==> config.mk <==
export PLATFORM = sky130hd
export DESIGN_NAME = opl3_reg_write_queue
export DESIGN_NICKNAME = d
export VERILOG_FILES = /design/src/rtl/opl3_reg_write_queue.sv
export SDC_FILE = /design/constraint.sdc
export NUM_CORES = 1
export LEC_CHECK = 0
export CAP_MARGIN = 15
export CORE_MARGIN = 2
export CORE_UTILIZATION = 40
export DETAILED_ROUTE_END_ITERATION = 7
export PLACE_DENSITY_LB_ADDON = 0.3
export SLEW_MARGIN = 20
export SYNTH_ARGS = -nofsm -noshare
export SYNTH_HDL_FRONTEND = slang
export SYNTH_SLANG_ARGS = --single-unit
export TNS_END_PERCENT = 30
==> constraint.sdc <==
create_clock -name clk -period 2.56 [get_ports clk]
set_input_delay 0.512 -clock clk [delete_from_list [all_inputs] [get_ports clk]]
set_output_delay 0.512 -clock clk [all_outputs]
set_load 0.005 [all_outputs]
==> src/rtl/opl3_reg_write_queue.sv <==
`timescale 1ns/1ps
`default_nettype none
// ============================================================================
//  Module      : opl3_reg_write_queue
//  Description : Host-to-OPL3 register write queue. After reset it sweeps all
//                512 register addresses writing 0x00, then drains a small FIFO
//                of host writes to the chip, spacing strobes WR_GAP cycles.
//  Revision    : 1.0 - initial release
// ============================================================================
module opl3_reg_write_queue #(
  parameter int FIFO_DEPTH = 4,   // power of two, 2..16
  parameter int WR_GAP     = 4    // 1..255 cycles between queued writes
) (
  input  logic       clk,
  input  logic       reset,
  input  logic       host_valid,
  input  logic [8:0] host_addr,
  input  logic [7:0] host_data,
  output logic       host_ready,
  output logic       opl3_wr,
  output logic [8:0] opl3_addr,
  output logic [7:0] opl3_data,
  output logic       init_done
);

  localparam int              PW         = $clog2(FIFO_DEPTH);
  localparam int              CW         = $clog2(FIFO_DEPTH + 1);
  localparam logic [CW-1:0]   C_FULL     = CW'(FIFO_DEPTH);
  localparam logic [7:0]      C_GAP_LOAD = 8'(WR_GAP - 1);
  localparam logic [8:0]      C_LAST_REG = 9'h1FF;

  localparam logic [0:0]      ST_CLEAR   = 1'b0;
  localparam logic [0:0]      ST_RUN     = 1'b1;

  logic [0:0]    r_state;
  logic [0:0]    w_state_nxt;
  logic [8:0]    r_clr_addr;

  logic [16:0]   r_mem [FIFO_DEPTH];
  logic [PW-1:0] r_wr_ptr;
  logic [PW-1:0] r_rd_ptr;
  logic [CW-1:0] r_count;
  logic [7:0]    r_gap_cnt;

  logic          r_run_wr;
  logic [8:0]    r_run_addr;
  logic [7:0]    r_run_data;

  logic          w_wr;
  logic [8:0]    w_addr;
  logic [7:0]    w_data;
  logic          w_ready;
  logic          w_push;
  logic          w_pop;

  assign w_push = host_valid & w_ready;
  assign w_pop  = (r_state == ST_RUN) && (r_count != '0) && (r_gap_cnt == 8'd0);

  // State register: reset always restarts the clear sweep.
  always_ff @(posedge clk) begin
    if (reset) r_state <= ST_CLEAR;
    else       r_state <= w_state_nxt;
  end

  // Next state: leave CLEAR once the last register address has been written.
  always_comb begin
    w_state_nxt = r_state;
    case (r_state)
      ST_CLEAR: if (r_clr_addr == C_LAST_REG) w_state_nxt = ST_RUN;
      ST_RUN:   w_state_nxt = ST_RUN;
      default:  w_state_nxt = ST_CLEAR;
    endcase
  end

  // Outputs: CLEAR drives the sweep address directly so the first write lands
  // in the first cycle out of reset; RUN uses the registered pop stage.
  always_comb begin
    w_wr    = r_run_wr;
    w_addr  = r_run_addr;
    w_data  = r_run_data;
    w_ready = 1'b0;
    case (r_state)
      ST_CLEAR: begin
        w_wr   = 1'b1;
        w_addr = r_clr_addr;
        w_data = 8'h00;
      end
      ST_RUN:   w_ready = (r_count != C_FULL);
      default:  w_ready = 1'b0;
    endcase
  end

  // Reset gates the strobes combinationally so nothing leaks while it is high.
  assign opl3_wr    = w_wr & ~reset;
  assign host_ready = w_ready & ~reset;
  assign init_done  = (r_state == ST_RUN) & ~reset;
  assign opl3_addr  = w_addr;
  assign opl3_data  = w_data;

  // Sweep address: stops at 0x1FF so a second sweep can never start.
  always_ff @(posedge clk) begin
    if (reset)
      r_clr_addr <= 9'h000;
    else if ((r_state == ST_CLEAR) && (r_clr_addr != C_LAST_REG))
      r_clr_addr <= r_clr_addr + 9'd1;
  end

  // FIFO storage: data only, no reset needed since occupancy gates reads.
  always_ff @(posedge clk) begin
    if (w_push) r_mem[r_wr_ptr] <= {host_addr, host_data};
  end

  // FIFO pointers wrap naturally at FIFO_DEPTH; occupancy tracked separately.
  always_ff @(posedge clk) begin
    if (reset) begin
      r_wr_ptr <= '0;
      r_rd_ptr <= '0;
      r_count  <= '0;
    end else begin
      if (w_push) r_wr_ptr <= r_wr_ptr + PW'(1);
      if (w_pop)  r_rd_ptr <= r_rd_ptr + PW'(1);
      case ({w_push, w_pop})
        2'b10:   r_count <= r_count + CW'(1);
        2'b01:   r_count <= r_count - CW'(1);
        default: r_count <= r_count;
      endcase
    end
  end

  // Gap counter: reloads on each pop, counts down and saturates at zero.
  always_ff @(posedge clk) begin
    if (reset)                  r_gap_cnt <= 8'd0;
    else if (w_pop)             r_gap_cnt <= C_GAP_LOAD;
    else if (r_gap_cnt != 8'd0) r_gap_cnt <= r_gap_cnt - 8'd1;
  end

  // Pop stage: one-cycle strobe; address/data hold between strobes, and track
  // the sweep so RUN starts out holding the final 0x1FF/0x00 write.
  always_ff @(posedge clk) begin
    if (reset) begin
      r_run_wr   <= 1'b0;
      r_run_addr <= 9'h000;
      r_run_data <= 8'h00;
    end else if (r_state == ST_CLEAR) begin
      r_run_wr   <= 1'b0;
      r_run_addr <= r_clr_addr;
      r_run_data <= 8'h00;
    end else if (w_pop) begin
      r_run_wr   <= 1'b1;
      r_run_addr <= r_mem[r_rd_ptr][16:8];
      r_run_data <= r_mem[r_rd_ptr][7:0];
    end else begin
      r_run_wr   <= 1'b0;
    end
  end

endmodule
`default_nettype wire

======== Word level (Yosys, flattened, before mapping) ========
Memories as Yosys holds them, arrays and structs flattened. A register that Yosys moved wholly into a read port is not among the register bits.
Cells that the tools add are included.
cells by class
  add/subtract/negate cells ............... 6
  eq/ne operators ......................... 6
  multiplexer cells ....................... 16
  bitwise logic cells ..................... 6
  reduce and logical (&&, ||, !) cells .... 10
operator list
  operator                                                number
  two-way mux 9 bit                                       3
  adder 9 x 1 -> 9 bit (second input constant)            1
  equality test 9 bit (second input constant)             1
  inequality test 9 bit (second input constant)           1
  logical NOT 8 bit                                       1
  two-way mux 2 bit                                       4
  two-way mux 8 bit                                       1
  nonzero test 8 bit                                      1
  subtractor 8 x 1 -> 8 bit (second input constant)       1
  two-way mux 1 bit                                       6
  case mux 3 bit (2 select lines)                         1
  adder 2 x 1 -> 2 bit (second input constant)            2
  bitwise AND 1 bit                                       4
  nonzero test 2 bit                                      2
  OR reduction 2 bit                                      2
  adder 3 x 1 -> 3 bit (second input constant)            1
  logical AND 1 bit                                       3
  inequality test 3 bit (second input constant)           1
  nonzero test 3 bit                                      1
  subtractor 3 x 1 -> 3 bit (second input constant)       1
  equality test 2 x 1 -> 1 bit (second input constant)    1
  equality test 2 bit (second input constant)             1
  inequality test 2 x 1 -> 1 bit (second input constant)  1
  inverter 1 bit                                          2
  case mux 1 bit (2 select lines)                         1
word-level totals
  bits in registers ....................... 43
  bits in writable memories ............... 68
  input bits .............................. 20
  output and inout bits ................... 20
  word-level logic and storage cells ...... 55
  memories ................................ 1
memory list
  memory  depth  width  rd ports  clocked after memory_dff  write ports  RTL line  source
  r_mem   4      17     1         1                         1            39        logic [16:0] r_mem [FIFO_DEPTH];

======== Logic depth before layout (Yosys ltp) ========
  depth after elaboration ................. 5
  mapped depth ............................ 12
  mapped depth without buffers ............ 11

======== Worst setup path before layout ========
No wires, ideal clock.
  path type ............................... reg-to-reg
  start ................................... register r_gap_cnt[0]
  end ..................................... register r_count[2]
  library setup time ...................... 70 ps
  arrival ................................. 2454 ps
  required time ........................... 2490 ps
  path slack .............................. 36 ps
  stages on the path, launching flop included .. 13
  path buffers ............................ 1
  clock period less this slack ............ 2524 ps
  cells stage by stage .................... dfxtp_1 inv_1 ha_1 nor3b_1 clkbuf_1 nand2_1 nor2_1 ha_1 inv_1 fa_1 xor2_1 or3_1 a21oi_1
on the way
  longest elaborated chain between the ends .. 4
  elaborated cells on any way between the ends .. 6
  classes of those cells .................. eq/ne (2); mux (1); reduce/logical (3)
RTL lines
  what                                                                   RTL line  source
  start: declaration                                                     43        logic [7:0] r_gap_cnt;
  start signal: assignment                                               134       else if (r_gap_cnt != 8'd0) r_gap_cnt <= r_gap_cnt - 8'd1;
  logical NOT 8 bit *                                                    57        assign w_pop = (r_state == ST_RUN) && (r_count != '0) && (r_gap_cnt == 8'd0);
  logical AND 1 bit *                                                    57
  net w_pop                                                              54        logic w_pop;
  equality test 2 x 1 -> 1 bit or equality test 2 bit (tied branches)    122       case ({w_push, w_pop})
  case mux 3 bit (2 select lines) or nonzero test 2 bit (tied branches)  -
  end signal: assignment                                                 123       2'b10: r_count <= r_count + CW'(1);
  end signal: assignment                                                 124       2'b01: r_count <= r_count - CW'(1);
  end signal: assignment                                                 125       default: r_count <= r_count;
  end: declaration                                                       42        logic [CW-1:0] r_count;
The timed path passes the listed nets; every way through them passes the cells marked *.
A chain may end at the register's enable or synchronous reset.

======== Worst setup path in the final report ========
  start ................................... register r_state
  end ..................................... output port opl3_addr[3]
on the way
  longest elaborated chain between the ends .. 1
RTL lines
  what                      RTL line  source
  start: declaration        35        logic [0:0] r_state;
  start signal: assignment  62        else r_state <= w_state_nxt;
  two-way mux 9 bit         82        case (r_state)
  end: declaration          21        output logic [8:0] opl3_addr,
Every way passes these cells.

==> reports/metrics.cfg <==
[power_and_ir_drop]
vdd_drop_max_mv=0.4654
p_comb_share_pct=14.9
p_leak_uw=0.001935
p_int_uw=3484
pwr-share-seq_pct=41.7
p_per_area_mw_per_mm2=833.3
p_clk_share_pct=43.4
p_sw_share_pct=28.96
p_sw_uw=1420

[cells_and_area]
fill_cells=977
diodes=0
postLayoutCoreUtil_pct=51.53
layout_commonest_cell=edfxtp_1
final_layout_size_suffix_gt1_share_pct=20.72
mostFrequentLayoutCells=edfxtp_1 (68), dfxtp_1 (44), clkdlybuf4s50_1 (39), a21oi_1 (25), buf_4 (20)
final_nets=432
final_area_mm2=0.005884
area_delta_synth_final_pct=25.41

[yosys]
ys_async_sr_fraction_pct=0
yosys_register_bits=113
avgSynthCellArea_um2=13.44
synth_edf_count=68
synth_ff_type=edfxtp_1
yosysWarnings=0
synth_fp_nets=379
yosysSeqAreaShare_pct=62.72
syn_inst=349
yosys.cell_types.count=39
syn_area_mm2=0.004692

[run_status]
status=complete, no violations

[timing]
skew_ns=0.005767
fmax_mhz=405.6
tns_ns=0
tightestPinTransition_ns=0.5227
slew_headroom_pct=65.10
hold_viol=0
drv_slew=0
layout_min_cycle_time_ns=2.465
grt_setup_unrepaired=no
finalSetupViolations=0
period_share_pct=96.31

[drt]
detail_route.wl_per_cell_um=16.63
wl_met3_um=322
drc=0
drt_pass1_iterations=4
ant_nets=0
highest_layer=met4
drt_iter0_drc=167
wl_met2_um=4713
routed_wl_um=9282
vias_per_cell=5.453
wirelength_met1_um=4101
vias=3043

[floorplan]
rows=39
initial_core_util_pct=41.09
core_mm2=0.01142
die_h_um=112.3
dieArea_mm2=0.01261
dieWidth_um=112.3
io_pins=40

[critical_path]
cp_data_arrival_time_ns=1.95
start_kind=register
crit_family=buffers and inverters
cp.depth=3
path_max_fanout=13
path_class=register to output port
slowest_stage=dfxtp_2
required_ns=2.05
crit_buf_inv=2
reg2regPathDepth=11
critPathMaxStageDelay_ns=0.47
path_cells=buf_4, mux2_2, clkdlybuf4s50_1
end_kind=output port

[clock_network]
cts_sinks=113
clkTransAtPathRegs_ns=0.06
cts_tree=yes
clk_path_buf_depth=2
cts_root_buf=clkbuf_16
cts_buffers=17
post_cts_buffers=0
h-tree-depth=4
insertion_delay_ns=0.40

[placement]
dp.final_hpwl_um=6224
numPortBuffers=39
routabilityCongestion=0.7988
placed_cell_area_mm2=0.005329

[run]
drv_cap=0

[global_route]
grt_pass1_vias=2999
globalRouteTotalUtil_pct=15.49
grt_pass1_wl_um=15150
grt_overflow=0
antenna_found_initial=0
grt_max_degree=28

[min_path]
min_path_type=register to register
min_path_cells=2

-- cells by family (layout without fill, tap and decap cells) --
kind of cell,after synthesis,after routing,synth area share [%]
DFF,113,113,62.72
and+or+nand+nor,93,93,11.57
AOI/OAI and AO/OA,63,63,8.133
buffers and inverters,37,103,3.066
muxes,27,27,10.56
adders and majority gates,10,10,2.827
xor gates and xnor gates,6,6,1.120
-- synth_stat cells (2+ instances only) --
cell / instances / area, um2
edfxtp_1: 68 / 2042
dfxtp_1: 45 / 900.9
a21oi_1: 25 / 125.1
clkbuf_1: 18 / 67.56
mux4_2: 17 / 382.9
nor2_1: 13 / 48.80
nor3_1: 13 / 65.06
o31ai_1: 13 / 97.59
inv_1: 12 / 45.04
nand4_1: 10 / 62.56
nor4_1: 10 / 62.56
a31oi_1: 9 / 56.30
and2_1: 9 / 56.30
ha_1: 9 / 112.6
mux2_2: 9 / 101.4
o21ai_0: 9 / 45.04
nand2_1: 7 / 26.28
or4_1: 6 / 45.04
and3_1: 4 / 25.02
buf_2: 4 / 20.02
nand3_1: 4 / 20.02
nor3b_1: 4 / 30.03
or3_1: 4 / 25.02
xnor2_1: 4 / 35.03
a211oi_1: 3 / 22.52
buf_1: 3 / 11.26
nor2b_1: 2 / 12.51
o41ai_1: 2 / 17.52
or3b_2: 2 / 17.52
xor2_1: 2 / 17.52
-- timing repair --
action | CTS | global route
hold buffers | 0 | 0
resized for setup | 1 | 0
endpoints found under the setup margin | 6 | 0
-- path summary, 6_finish.rpt --
check | from | to | slack, ns
setup / recovery | r_state$_SDFF_PP0_ | opl3_addr[3] | 0.09
hold / removal | r_run_data[2]$_SDFFE_PN0P_ | r_run_data[2]$_SDFFE_PN0P_ | 0.46
setup reg to reg | r_gap_cnt[0]$_SDFFE_PP0P_ | r_count[2]$_SDFFE_PP0P_ | 0.13
hold reg to reg | r_run_data[2]$_SDFFE_PN0P_ | r_run_data[2]$_SDFFE_PN0P_ | 0.46
-- through the flow --
step           std cells  worst slack (ns)  total power (uW)  hold slack (ns)
5_1_grt              558           0.02288              5116           0.4866
3_3_place_gp         526           0.09842              2783           0.4570
6_report             558           0.09451              4903           0.4608
2_1_floorplan        349           0.03583              2578           0.4397
4_1_cts              558           0.08704              4931           0.4609
3_5_place_dp         526            0.1107              2802           0.4548
-- flip-flops by register name (all words and copies together), names as in the netlist, named ones only --
signal	cells
r_clr_addr	9
r_count	3
r_mem	68
r_run_wr	1
r_wr_ptr	2
r_state	1
r_run_data	8
r_gap_cnt	8
r_run_addr	9
r_rd_ptr	2
-- power groups by stage --
stage	Combinational (uW)	Clock, uW	Sequential, uW
floorplan	518	0	2060
global placement	706	0	2080
detailed placement	722	0	2080
CTS	725	2160	2040
global route	804	2260	2050
finish	731	2130	2040
-- worst min-delay path: cells and delay by family, from the launching register on --
| family | cells | cell delay, ns |
|---|---|---|
| AO/OA/AOI/OAI | 2 | 0.11 |
| flip-flops | 1 | 0.30 |
-- per-layer routing --
layer  vias to the layer above  global-route usage (%)
li1                       1466                       -
met1                      1498                   19.00
met2                        65                   25.66
met3                        14                   4.968
met4                         0                   5.935
met5                         -                       0
-- final cells by class --
type	count	area [um2]	area share (%)
Inverter	12	45.04	0.7655
Tap cell	143	178.9	3.041
Multi-Input combinational cell	199	1622	27.56
Clock buffer	17	425.4	7.229
Sequential cell	113	2944	50.03
Timing Repair Buffer	59	540.5	9.186
Clock inverter	15	128.9	2.190
Note: power is estimated with default switching activity, not from simulation.
